**config.mk**
```make
export PLATFORM = sky130hd
export DESIGN_NAME = rom_readback
export DESIGN_NICKNAME = d
export VERILOG_FILES = /design/src/rtl/jackal_rom_pkg.sv /design/src/rtl/rom_region_decode.sv /design/src/rtl/rom_readback.sv
export SDC_FILE = /design/constraint.sdc
export NUM_CORES = 1
export LEC_CHECK = 0
export CAP_MARGIN = 20
export CORE_MARGIN = 5
export CORE_UTILIZATION = 40
export CTS_BUF_LIST = sky130_fd_sc_hd__clkbuf_2 sky130_fd_sc_hd__clkbuf_4 sky130_fd_sc_hd__clkbuf_8
export CTS_CLUSTER_DIAMETER = 200
export DETAILED_ROUTE_END_ITERATION = 10
export DONT_BUFFER_PORTS = 1
export PLACE_DENSITY = 0.55
export SYNTH_ARGS = -nofsm -noshare
export SYNTH_HDL_FRONTEND = slang
export SYNTH_HIERARCHICAL = 1
export SYNTH_SLANG_ARGS = --single-unit
```
**constraint.sdc**
```tcl
create_clock -name CLK_DL -period 4.95 [get_ports CLK_DL]
set_input_delay 1.2375 -clock CLK_DL [delete_from_list [all_inputs] [get_ports CLK_DL]]
set_output_delay 1.2375 -clock CLK_DL [all_outputs]
set_load 0.02 [all_outputs]
```
**src/rtl/jackal_rom_pkg.sv**
```systemverilog
// Shared ROM image map: region identifiers, region limits, the readback FSM
// state type and the address-to-region decode used by both the download and
// the readback paths.
package jackal_rom_pkg;

    localparam int unsigned NUM_REGIONS = 9;

    // One-hot region select, bit order ep1,ep2,ep3,mask1..4,prom1,prom2
    typedef logic [NUM_REGIONS-1:0] cs_t;

    typedef enum logic [3:0] {
        REG_EP1   = 4'd0,
        REG_EP2   = 4'd1,
        REG_EP3   = 4'd2,
        REG_MASK1 = 4'd3,
        REG_MASK2 = 4'd4,
        REG_MASK3 = 4'd5,
        REG_MASK4 = 4'd6,
        REG_PROM1 = 4'd7,
        REG_PROM2 = 4'd8,
        REG_NONE  = 4'd9
    } region_e;

    // Exclusive upper limits of each region; prom2 ends at the last image byte
    localparam int unsigned LIM_EP1   = 32'h0001_0000;
    localparam int unsigned LIM_EP2   = 32'h0001_8000;
    localparam int unsigned LIM_EP3   = 32'h0002_0000;
    localparam int unsigned LIM_MASK1 = 32'h0004_0000;
    localparam int unsigned LIM_MASK2 = 32'h0006_0000;
    localparam int unsigned LIM_MASK3 = 32'h0008_0000;
    localparam int unsigned LIM_MASK4 = 32'h000A_0000;
    localparam int unsigned LIM_PROM1 = 32'h000A_0100;

    // Highest valid ROM-image byte address
    localparam int unsigned ROM_LAST_ADDR = 32'h000A_01FF;

    typedef enum logic [1:0] {
        ST_IDLE  = 2'd0,
        ST_ISSUE = 2'd1,
        ST_WAIT  = 2'd2,
        ST_RESP  = 2'd3
    } rb_state_e;

    // Map a byte address onto its ROM region; anything past last is REG_NONE
    function automatic region_e rom_region(input logic [31:0] addr,
                                           input logic [31:0] last);
        if (addr < LIM_EP1)        return REG_EP1;
        else if (addr < LIM_EP2)   return REG_EP2;
        else if (addr < LIM_EP3)   return REG_EP3;
        else if (addr < LIM_MASK1) return REG_MASK1;
        else if (addr < LIM_MASK2) return REG_MASK2;
        else if (addr < LIM_MASK3) return REG_MASK3;
        else if (addr < LIM_MASK4) return REG_MASK4;
        else if (addr < LIM_PROM1) return REG_PROM1;
        else if (addr <= last)     return REG_PROM2;
        else                       return REG_NONE;
    endfunction

endpackage

```
**src/rtl/rom_region_decode.sv**
```systemverilog
// Combinational ROM address decode: one-hot region select plus a valid flag.
// Shared between the download selector and the readback path.
module rom_region_decode
    import jackal_rom_pkg::*;
#(
    parameter int          ADDR_W    = 25,
    parameter int unsigned LAST_ADDR = ROM_LAST_ADDR
) (
    input  logic [ADDR_W-1:0]      addr,
    output logic [NUM_REGIONS-1:0] cs,
    output logic                   valid
);

    region_e region;

    // Decode the address and expand the region index to a one-hot select
    always_comb begin
        region = rom_region(32'(addr), LAST_ADDR);
        valid  = (region != REG_NONE);
        cs     = '0;
        if (valid) begin
            cs = cs_t'(1) << region;
        end
    end

endmodule

```
**src/rtl/rom_readback.sv**
```systemverilog
// ROM readback for HPS ioctl uploads: reads loaded ROM dprams back through
// port B, returns bytes on ioctl_din and keeps a per-session checksum and
// byte count.
//
// state | meaning
// ------+-----------------------------------------------------------
// IDLE  | no read pending, port-B address released
// ISSUE | address registered on rb_addr, latency counter loaded
// WAIT  | counting down remaining port-B read latency
// RESP  | q valid: byte muxed onto ioctl_din, counters updated
module rom_readback
    import jackal_rom_pkg::*;
#(
    parameter int          RD_LAT    = 1,
    parameter int          ADDR_W    = 25,
    parameter int unsigned LAST_ADDR = ROM_LAST_ADDR
) (
    input  logic                   CLK_DL,
    input  logic                   RESET_N,
    input  logic                   ioctl_upload,
    input  logic                   ioctl_download,
    input  logic                   ioctl_rd,
    input  logic [ADDR_W-1:0]      ioctl_addr,
    output logic [7:0]             ioctl_din,
    output logic                   ioctl_wait,
    output logic                   rb_active,
    output logic [ADDR_W-1:0]      rb_addr,
    output logic [NUM_REGIONS-1:0] rb_cs,
    input  logic [7:0]             q_ep1,
    input  logic [7:0]             q_ep2,
    input  logic [7:0]             q_ep3,
    input  logic [7:0]             q_mask1,
    input  logic [7:0]             q_mask2,
    input  logic [7:0]             q_mask3,
    input  logic [7:0]             q_mask4,
    input  logic [3:0]             q_prom1,
    input  logic [3:0]             q_prom2,
    output logic [15:0]            csum,
    output logic [ADDR_W-1:0]      byte_cnt,
    output logic                   proto_err
);

    // ISSUE already accounts for one latency cycle, so WAIT covers the rest
    localparam logic [1:0] LAT_LOAD = 2'(RD_LAT - 1);

    rb_state_e        state_q, state_d;
    logic [1:0]       cnt_q, cnt_d;
    logic             upload_q;
    cs_t              dec_cs;
    logic             dec_valid;
    logic             rb_valid;
    logic [7:0]       rd_data;
    logic [7:0]       din_q;
    logic             accept;
    logic             abort;
    logic             resp_fire;
    logic             upload_rise;
    logic             perr_set;

    rom_region_decode #(
        .ADDR_W    (ADDR_W),
        .LAST_ADDR (LAST_ADDR)
    ) u_decode (
        .addr  (ioctl_addr),
        .cs    (dec_cs),
        .valid (dec_valid)
    );

    assign accept      = (state_q == ST_IDLE) && ioctl_upload && !ioctl_download && ioctl_rd;
    // Losing the upload session or a download starting both take port B away
    assign abort       = (state_q != ST_IDLE) && (!ioctl_upload || ioctl_download);
    assign resp_fire   = (state_q == ST_RESP) && !abort;
    assign upload_rise = ioctl_upload && !upload_q;
    assign perr_set    = ioctl_rd && (ioctl_download || (state_q != ST_IDLE));

    // Wait rises combinationally with the accepted strobe, then follows state
    assign ioctl_wait = accept || (state_q == ST_ISSUE) || (state_q == ST_WAIT);
    assign rb_active  = (state_q != ST_IDLE) && !ioctl_download;
    assign ioctl_din  = resp_fire ? rd_data : din_q;

    // Next-state and latency counter logic
    always_comb begin
        state_d = state_q;
        cnt_d   = cnt_q;
        case (state_q)
            ST_IDLE: begin
                if (accept) begin
                    state_d = ST_ISSUE;
                end
            end
            ST_ISSUE: begin
                if (RD_LAT <= 1) begin
                    state_d = ST_RESP;
                end else begin
                    cnt_d   = LAT_LOAD;
                    state_d = ST_WAIT;
                end
            end
            ST_WAIT: begin
                cnt_d = cnt_q - 2'd1;
                if (cnt_d == 2'd0) begin
                    state_d = ST_RESP;
                end
            end
            ST_RESP: begin
                state_d = ST_IDLE;
            end
            default: begin
                state_d = ST_IDLE;
            end
        endcase
        if (abort) begin
            state_d = ST_IDLE;
        end
    end

    // Read-data mux by the registered region select; PROMs are 4 bits wide
    always_comb begin
        rd_data = ({8{rb_cs[REG_EP1]}}   & q_ep1)
                | ({8{rb_cs[REG_EP2]}}   & q_ep2)
                | ({8{rb_cs[REG_EP3]}}   & q_ep3)
                | ({8{rb_cs[REG_MASK1]}} & q_mask1)
                | ({8{rb_cs[REG_MASK2]}} & q_mask2)
                | ({8{rb_cs[REG_MASK3]}} & q_mask3)
                | ({8{rb_cs[REG_MASK4]}} & q_mask4)
                | ({8{rb_cs[REG_PROM1]}} & {4'h0, q_prom1})
                | ({8{rb_cs[REG_PROM2]}} & {4'h0, q_prom2})
                | ({8{!rb_valid}}        & 8'hFF);
    end

    // FSM state and latency counter registers
    always_ff @(posedge CLK_DL or negedge RESET_N) begin
        if (!RESET_N) begin
            state_q <= ST_IDLE;
            cnt_q   <= 2'd0;
        end else begin
            state_q <= state_d;
            cnt_q   <= cnt_d;
        end
    end

    // Capture the request address and its decoded region when accepted
    always_ff @(posedge CLK_DL or negedge RESET_N) begin
        if (!RESET_N) begin
            rb_addr  <= '0;
            rb_cs    <= '0;
            rb_valid <= 1'b0;
        end else if (accept) begin
            rb_addr  <= ioctl_addr;
            rb_cs    <= dec_cs;
            rb_valid <= dec_valid;
        end
    end

    // Returned byte is held between responses
    always_ff @(posedge CLK_DL or negedge RESET_N) begin
        if (!RESET_N) begin
            din_q <= 8'h00;
        end else if (resp_fire) begin
            din_q <= rd_data;
        end
    end

    // Per-session checksum, byte count and protocol error flag
    always_ff @(posedge CLK_DL or negedge RESET_N) begin
        if (!RESET_N) begin
            upload_q  <= 1'b0;
            csum      <= 16'h0000;
            byte_cnt  <= '0;
            proto_err <= 1'b0;
        end else begin
            upload_q <= ioctl_upload;
            if (upload_rise) begin
                csum      <= 16'h0000;
                byte_cnt  <= '0;
                proto_err <= 1'b0;
            end else if (resp_fire) begin
                csum <= csum + {8'h00, rd_data};
                if (byte_cnt != '1) begin
                    byte_cnt <= byte_cnt + ADDR_W'(1);
                end
            end
            if (perr_set) begin
                proto_err <= 1'b1;
            end
        end
    end

endmodule

```
==> results of run 1 <==
==> through the flow <==
stage          utilization, %  setup slack [ns]  instance area, µm²  power, mW
2_1_floorplan               -             0.961                5050       1.86
3_3_place_gp             41.7             0.893                5210       2.03
3_5_place_dp             41.7             0.800                5210       2.05
4_1_cts                  43.8             0.800                5480       2.75
5_1_grt                  43.8             0.594                5480       2.89
6_report                 43.8             0.827                5480       2.71
==> layout by cell type (no fill, tap or decap), types with 4 or more instances in the layout <==
| cell type | count |
|---|---|
| dfrtp_1 | 90 |
| nand2_1 | 47 |
| mux2_2 | 43 |
| a21oi_1 | 29 |
| nand3_1 | 22 |
| o21ai_0 | 18 |
| inv_1 | 17 |
| a22oi_1 | 16 |
| ha_1 | 16 |
| nor2_1 | 15 |
| nand4_1 | 12 |
| or4_1 | 10 |
| clkbuf_8 | 10 |
| a221oi_1 | 9 |
| o31ai_1 | 9 |
| a211oi_1 | 8 |
| or3_1 | 7 |
| nand2b_1 | 6 |
| xnor2_1 | 6 |
| and2_1 | 6 |
| and3_1 | 5 |
| a22o_1 | 5 |
| nor3_1 | 5 |
| mux2i_1 | 5 |
| nor4_1 | 5 |
| buf_4 | 5 |
| o21a_1 | 4 |
| xor2_1 | 4 |
| o2111ai_1 | 4 |
| o211ai_1 | 4 |
| bufinv_16 | 4 |
==> routing by layer <==
metal	global-route usage, %	routed length (µm)	vias to the layer above	part of all wire [%]
met5	0	0	-	0
met4	7.35	218	0	1.6
met3	6.50	1280	16	9.1
met2	29.2	6510	162	46
met1	24.5	6000	2011	43
li1	-	-	1870	-
==> report_power, final <==
group          leakage, nW  switching (mW)  internal [mW]
combinational        0.897           0.451          0.336
sequential            1.16           0.329          0.921
clock                0.137           0.271          0.405
total                 2.19            1.05           1.66
==> cell type report <==
| type | instances | area, µm² |
|---|---|---|
| sequential | 90 | 2250 |
| fill | 1233 | 7030 |
| multi-input combinational | 368 | 2650 |
| inverter | 17 | 63.8 |
| clock buffer | 11 | 145 |
| clock inverter | 5 | 125 |
| tap | 172 | 215 |
| timing repair buffer | 5 | 37.5 |
==> cells by family after synthesis <==
logic type      share of synthesized area (%)
flops                                    44.6
compound gates                           17.0
buf+inv                                  3.12
simple gates                             18.6
xor+xnor                                 1.74
fa+ha+maj                                4.36
mux                                      10.6
==> path summary, 6_finish.rpt <==
path                           endpoint  cells past startpoint         start  slack, ns
setup / recovery           ioctl_din[1]                      3  ioctl_upload       0.83
hold / removal                 cnt_q[0]                      1      cnt_q[0]       0.48
setup reg to reg               csum[11]                     10      rb_cs[0]       1.45
hold reg to reg                cnt_q[0]                      1      cnt_q[0]       0.48
max in group asynchronous    rb_addr[7]                      0       RESET_N       4.29
min in group asynchronous  byte_cnt[23]                      0       RESET_N       0.54
==> sequential cells by signal, summed over array words and instances, names as in the netlist <==
name	cells
din_q	8
cnt_q	2
rb_addr	25
byte_cnt	25
rb_valid	1
rb_cs	9
proto_err	1
csum	16
state_q	2
upload_q	1
==> critical path, stage by stage <==
cell and delay, ns:
nor2b_1 0.55, o21ai_1 0.38, o21ai_0 0.72
==> synth_stat cells, types with 3 or more instances <==
| library cell | count |
|---|---|
| nor3_1 | 5 |
| nor2b_1 | 3 |
| or2_2 | 3 |
| nand2_1 | 47 |
| nand3b_1 | 3 |
| o2111ai_1 | 4 |
| a211oi_1 | 8 |
| a22o_1 | 5 |
| a22oi_1 | 16 |
| dfrtp_1 | 90 |
| ha_1 | 16 |
| or3_1 | 7 |
| o21a_1 | 4 |
| a31oi_1 | 3 |
| a21oi_1 | 29 |
| and3_1 | 5 |
| mux2_2 | 43 |
| mux2i_1 | 5 |
| nor4_1 | 5 |
| o21ai_0 | 18 |
| clkbuf_1 | 20 |
| o31ai_1 | 9 |
| or4_2 | 3 |
| and2_1 | 6 |
| or4_1 | 10 |
| nand3_1 | 23 |
| nor2_1 | 15 |
| o211ai_1 | 4 |
| inv_1 | 17 |
| xor2_1 | 4 |
| nand4_1 | 12 |
| a221oi_1 | 9 |
| nand2b_1 | 6 |
| xnor2_1 | 6 |
==> impl_results.md, run 1 <==
- First-pass GRT wire length: 22.0 mm
- Yosys top cell area share: 44.6%
- # diodes: 0
- Mapped Avg Cell Area: 10.1 µm²
- Area grow syn2layout: 8.65%
- Drc violations: 0
- Clk sink count: 90
- Leakage: 2.19 nW
- Worst hold slack: 0.482 ns
- DRT Wirelength: 14.0 mm
- Post-cts gate resize count: 0
- Vert. Die Dim: 122 µm
- Commonest register cell after synthesis: dfrtp_1
- Starting Density: 40.3%
- Placed cell count: 652
- ANT nets after route: 0
- F_max: 243 MHz
- Slew Viols, Final: 0
- Die W: 122 µm
- Slew @ Worst Pin: 0.899 ns
- Clock Skew: 0.0152 ns
- Tot GR Track Use: 18.9%
- Worst setup SP type: primary input
- Clock Latency Late Sink: 0.38 ns
- Mapped cell area: 5050 µm²
- Clock Root Buffer: clkbuf_8
- Die footprint: 15000 µm²
- Gp weighted congestion: 0.791
- CTS max path bufs: 2
- Post-CTS Setup Inserts: 0
- Sequential share of the synthesized area: 44.6%
- Final Hold Fails: 0
- Vias per inst: 6.08
- Ys async rst share: 100%
- Std-Cell Rows: 41
- Worst EP arrival: 2.89 ns
- Synth area leaders: dfrtp_1 45%, mux2_2 9.6%, ha_1 4.0%
- Setup CP Type: in2out
- Clk slew on worst S/H paths: 0.08 ns
- Max-slew headroom: 39.6%
- Post-Layout Cell Count: 668
- HPWL after DPL: 10.1 mm
- Pin count of the biggest net entering global routing: 91
- Num CTS Buffers: 9
- Number of synthesized flops with an enable pin: 0
- Layout cells sized above 1: 16.7%
- Final setup viols: 0
- Initial DRC count: 220
- Core area: 12500 µm²
- Port Buffers: 0
- HP Class: reg2reg
- Htree depth: 3
- Final Cycle Share: 83.3%
- Area leader, netlist: dfrtp_1
- Setup TNS: 0 ns
- Yosys warns: 6
- Max_cap viols: 0
- Critical-path maximum fanout: 9
- Period minus WS final: 4.12 ns
- CTS tree: built
- IR Drop Worst-Case VDD: 255 µV
- Unique masters post-synth: 60
- Synthesized netlist cell count: 498
- PwrDens: 495 nW/µm²
- Unrepaired setup endpoints after global routing: no
- Vias post-DR: 4059
- Vias in the first global route: 4042
- Grt total ovfl: 0
- WL/cell: 21.0 µm
- Nets: 602
- Status: complete, no violations
- I/O pin count: 180
- Req. time, crit path: 3.71 ns
- Syn_nets: 609
- Initial antenna violation count: 0
- Synth Register Bits: 90
- Initial DRT Pass Iterations: 5
- CP Capture Type: output port
- CTS Hold Bufs: 0
(Power assumes the default switching activity.)
==> inputs of run 2 (changes only) <==
PLACE_DENSITY = 0.57   (was 0.55)
clock period = 3.56 ns   (was 4.95 ns; I/O delays follow)
==> run 2 against run 1 <==
Final cell count up 1.0%. First-iteration DRC count up 21%. Clock-buffer cell count unchanged. Hold slack got worse by 0.27 ns. Sequential power increased by 39%. Highest routed layer unchanged. Power up 32%. Critical path depth increased by 1. Via count hardly changed. Setup slack worse by 0.51 ns. Clock power is 4.6% higher. Critical endpoint unchanged.
==> impl_results.md, run 2 (same netlist as run 1, synthesis figures left out) <==
- Placed cell count: 659
- Vias per inst: 6.01
- Post-Layout Cell Count: 675
- Most frequent cells in the layout: 90 x dfrtp_1, 47 x nand2_1, 43 x mux2_2
- Initial DRT Pass Iterations: 4
- Max-slew headroom: 38.3%
- HPWL after DPL: 10.1 mm
- Grt total ovfl: 0
- Post-CTS Setup Inserts: 0
- Max_cap viols: 0
- Clk sink count: 90
- Setup CP Type: reg2out
- IR Drop Worst-Case VDD: 375 µV
- Starting Density: 40.3%
- Reg2Reg Depth: 12
- First-pass GRT wire length: 22.1 mm
- Vert. Die Dim: 122 µm
- Post-cts gate resize count: 0
- Htree depth: 3
- Crit path max-delay family: compound AO/OA/AOI/OAI gates
- FF+latch area: 2250 µm²
- Vias in the first global route: 4107
- Unrepaired setup endpoints after global routing: no
- ANT nets after route: 0
- Die W: 122 µm
- Slew Viols, Final: 0
- Levels on crit path: 4
- Port Buffers: 0
- Final setup margin: 0.315 ns
- F_max: 308 MHz
- Initial antenna violation count: 0
- Biggest regs: byte_cnt (25), rb_addr (25), csum (16)
- Final Cycle Share: 91.2%
- Gp weighted congestion: 0.887
- Critical R2R Capture: csum[13]
- HP Class: in2async
- Layout cells sized above 1: 17.9%
- Leakage: 2.19 nW
- Nets: 609
- Clock Latency Late Sink: 0.37 ns
- Req. time, crit path: 2.67 ns
- Clock Skew: 0.0113 ns
- Worst hold slack: 0.207 ns
- Worst stage delay on the critical path: 0.74 ns
- Initial DRC count: 266
- CP Capture Type: output port
- PwrDens: 657 nW/µm²
- Drc violations: 0
- Pin count of the biggest net entering global routing: 91
- Worst EP arrival: 2.36 ns
- # fillers: 1244
- Num CTS Buffers: 9
- Setup TNS: 0 ns
- Std-Cell Rows: 41
- Critical-path maximum fanout: 12
- Clock Root Buffer: clkbuf_8
- Worst setup path endpoint: ioctl_din[1]
- Commonest non-fill, non-tap cell in the layout: dfrtp_1
- CP cell instances: inv_1, ha_1, o21ai_1, o21ai_0
- Worst setup SP type: flop
- Tot GR Track Use: 18.7%
- Pre-CTS setup slack: 0.271 ns
- CTS max path bufs: 2
- Crit path buf inv count: 1
- WL/cell: 20.4 µm
- Critical path's slowest cell: o21ai_0
- DRT Wirelength: 13.8 mm
- Worst setup path startpoint: state_q[0]
- Status: complete, no violations
- Vias post-DR: 4060
- Die footprint: 15000 µm²
- Worst r2r src: rb_cs[0]
- Fin util: 43.6%
- CTS tree: built
- CTS Hold Bufs: 0
- Slew @ Worst Pin: 0.919 ns
- Area grow syn2layout: 8.18%
- I/O pin count: 180
- Final Hold Fails: 0
- Final setup viols: 0
- Multi-input logic area: 2650 µm²
- Core area: 12500 µm²
- R2r setup slk: 0.50 ns
- Period minus WS final: 3.25 ns
- Clk slew on worst S/H paths: 0.09 ns
- # diodes: 0
[run 2: stage by stage]
| stage | power, mW | cell area [µm²] |
|---|---|---|
| CTS | 3.62 | 5460 |
| global route | 3.84 | 5460 |
| detailed placement | 2.90 | 5270 |
| global placement | 2.87 | 5270 |
| finish | 3.59 | 5460 |
| floorplan | 2.58 | 5050 |
[run 2: final cells by class]
class | instances | share of cell area [%]
Multi-Input combinational cell | 368 | 48.4
Inverter | 17 | 1.17
Timing Repair Buffer | 12 | 1.65
Clock inverter | 5 | 1.01
Sequential cell | 90 | 41.2
Clock buffer | 11 | 2.54
Tap cell | 172 | 3.94
[run 2: where the power goes]
part           switching (mW)  internal (mW)
registers               0.455           1.28
logic                   0.641          0.502
clock network           0.369          0.338
[run 2: worst min-delay path by stage]
| stage | to | slack, ns |
|---|---|---|
| final | byte_cnt[19] | 0.21 |
| after global routing | csum[14] | 0.18 |
| after CTS | byte_cnt[19] | 0.18 |
| after detailed placement | cnt_q[0] | 0.48 |
| after global placement | cnt_q[0] | 0.46 |
| after floorplan | cnt_q[0] | 0.45 |
[run 2: per-layer routing]
layer  GRT usage, %  share of wire [%]  up-vias  routed length (µm)
li1               -                  -     1880                   -
met1           23.5                 41     1969                5690
met2           29.0                 46      186                6270
met3           7.14                 11       25                1520
met4           7.42                2.1        0                 295
met5              0                  0        -                   0
==> inputs of run 3 (changes only) <==
CAP_MARGIN = default   (was 20)
PLACE_DENSITY = 0.66   (was 0.57)
==> run 3 against run 2 <==
Die area stayed put. Final cell count is 0.15% higher. Sequential share of layout area is 0.23 points lower. Fmax is 2.2% higher. Combinational power hardly changed. Largest cell class unchanged. Critical endpoint unchanged. Sequential power hardly changed. Largest power group unchanged. Critical path depth stayed put. Critical path type unchanged. Clock-buffer cell count stayed put. Power is 2.1% higher. Flip-flop and latch count stayed put. Via count is 0.32% higher. Hold slack worse by 0.0027 ns.
==> impl_results.md, run 3 (same netlist as run 1, synthesis figures left out) <==
- Max-slew headroom: 37.7%
- Status: complete, no violations
- Pin count of the biggest net entering global routing: 91
- ANT nets after route: 0
- CTS max path bufs: 2
- Leakage: 2.21 nW
- Grt total ovfl: 0
- Std-Cell Rows: 41
- Final Hold Fails: 0
- CP Capture Type: output port
- Slew Viols, Final: 0
- Initial DRC count: 223
- Setup TNS: 0 ns
- CTS Hold Bufs: 0
- Most frequent cells in the layout: 90 x dfrtp_1, 47 x nand2_1, 43 x mux2_2
- Core area: 12500 µm²
- Port Buffers: 0
- Unrepaired setup endpoints after global routing: no
- Slew @ Worst Pin: 0.931 ns
- Nets: 610
- Post-CTS Setup Inserts: 0
- Critical-path maximum fanout: 12
- Vias in the first global route: 4143
- Gp weighted congestion: 0.893
- Total power: 3.66 mW
- Drc violations: 0
- Routing usage on met2: 29.9%
- Max_cap viols: 0
- CP cell instances: inv_1, ha_1, o21ai_1, o21ai_0
- Met1 Use GR: 22.7%
- Busiest layer in global routing: met2
- Clk sink count: 90
- CTS tree: built
- Post-cts gate resize count: 0
- DRT Wirelength: 13.8 mm
- Commonest non-fill, non-tap cell in the layout: dfrtp_1
- FF+latch area: 2250 µm²
- Worst stage delay on the critical path: 0.64 ns
- Die footprint: 15000 µm²
- HPWL after DPL: 10.5 mm
- Final setup viols: 0
- Clk slew on worst S/H paths: 0.09 ns
- Clock Skew: 0.0155 ns
- Clock Root Buffer: clkbuf_8
- PwrDens: 667 nW/µm²
- Worst setup path startpoint: state_q[0]
- Final Cycle Share: 89.2%
- Critical path's slowest cell: o21ai_0
- WL/cell: 20.4 µm
- Initial DRT Pass Iterations: 7
- Starting Density: 40.3%
- Worst EP arrival: 2.28 ns
- First-pass GRT wire length: 21.8 mm
- Multi-input logic area: 2640 µm²
- Vert. Die Dim: 122 µm
- I/O pin count: 180
- IR Drop Worst-Case VDD: 400 µV
- Setup CP Type: reg2out
- Worst r2r src: rb_cs[7]
- Layout cells sized above 1: 17.9%
- Tot GR Track Use: 18.6%
- Vias post-DR: 4073
- HP Class: in2async
- Htree depth: 3
- Area grow syn2layout: 8.80%
- Clock Latency Late Sink: 0.37 ns
- Period minus WS final: 3.17 ns
- # fillers: 1243
- # diodes: 0
- Met3 Track Usage GR: 7.65%
- Num CTS Buffers: 9
- Req. time, crit path: 2.67 ns
- F_max: 315 MHz
- Die W: 122 µm
- Biggest regs: byte_cnt (25), rb_addr (25), csum (16)
- Vias per inst: 6.03
- Worst setup SP type: flop
- Fin util: 43.9%
- Initial antenna violation count: 0
-- run 3: per-stage QoR --
stage	hold WS [ns]	instances	worst slack [ns]	area [µm²]
after floorplan	0.448	498	0.266	5050
after global placement	0.461	660	0.296	5270
after detailed placement	0.481	660	0.229	5270
after CTS	0.178	676	0.329	5490
after global routing	0.174	676	0.175	5490
final	0.204	676	0.385	5490
-- run 3: power breakdown --
group | switching, mW | internal [mW] | total (mW) | leakage [nW]
Clock | 0.372 | 0.421 | 0.792 | 0.113
Combinational | 0.628 | 0.503 | 1.13 | 0.937
Sequential | 0.458 | 1.28 | 1.74 | 1.16
-- run 3: final timing paths --
check	end	slack (ns)	cells after the start
max in group asynchronous	rb_addr[12]	3.21	0
min reg2reg	cnt_q[0]	0.49	1
max	ioctl_din[1]	0.39	4
min	csum[12]	0.20	0
min in group CLK_DL	cnt_q[0]	0.49	1
max reg2reg	csum[13]	0.54	11
-- run 3: final cells by class --
type	count	area share, %
multi-input cells	368	48.1
flip-flops and latches	90	41.0
well taps	172	3.92
clock buffers	11	2.64
repair buffers	13	1.78
clock inverters	5	1.41
inverters	17	1.16
-- run 3: layer usage --
layer,vias to the layer above,share of wire (%),routed length (µm)
li1,1885,-,-
met5,-,0,0
met3,12,11,1480
met1,2000,41,5590
met4,0,1.2,164
met2,176,48,6560
-- run 3: worst max-delay path, delay by kind of cell, from the launching register on --
kind                     cells  cell delay, ns
adder cells (fa/ha/maj)      1            0.45
flip-flops                   1            0.43
buffers and inverters        1            0.12
AO/OA/AOI/OAI                2            0.90
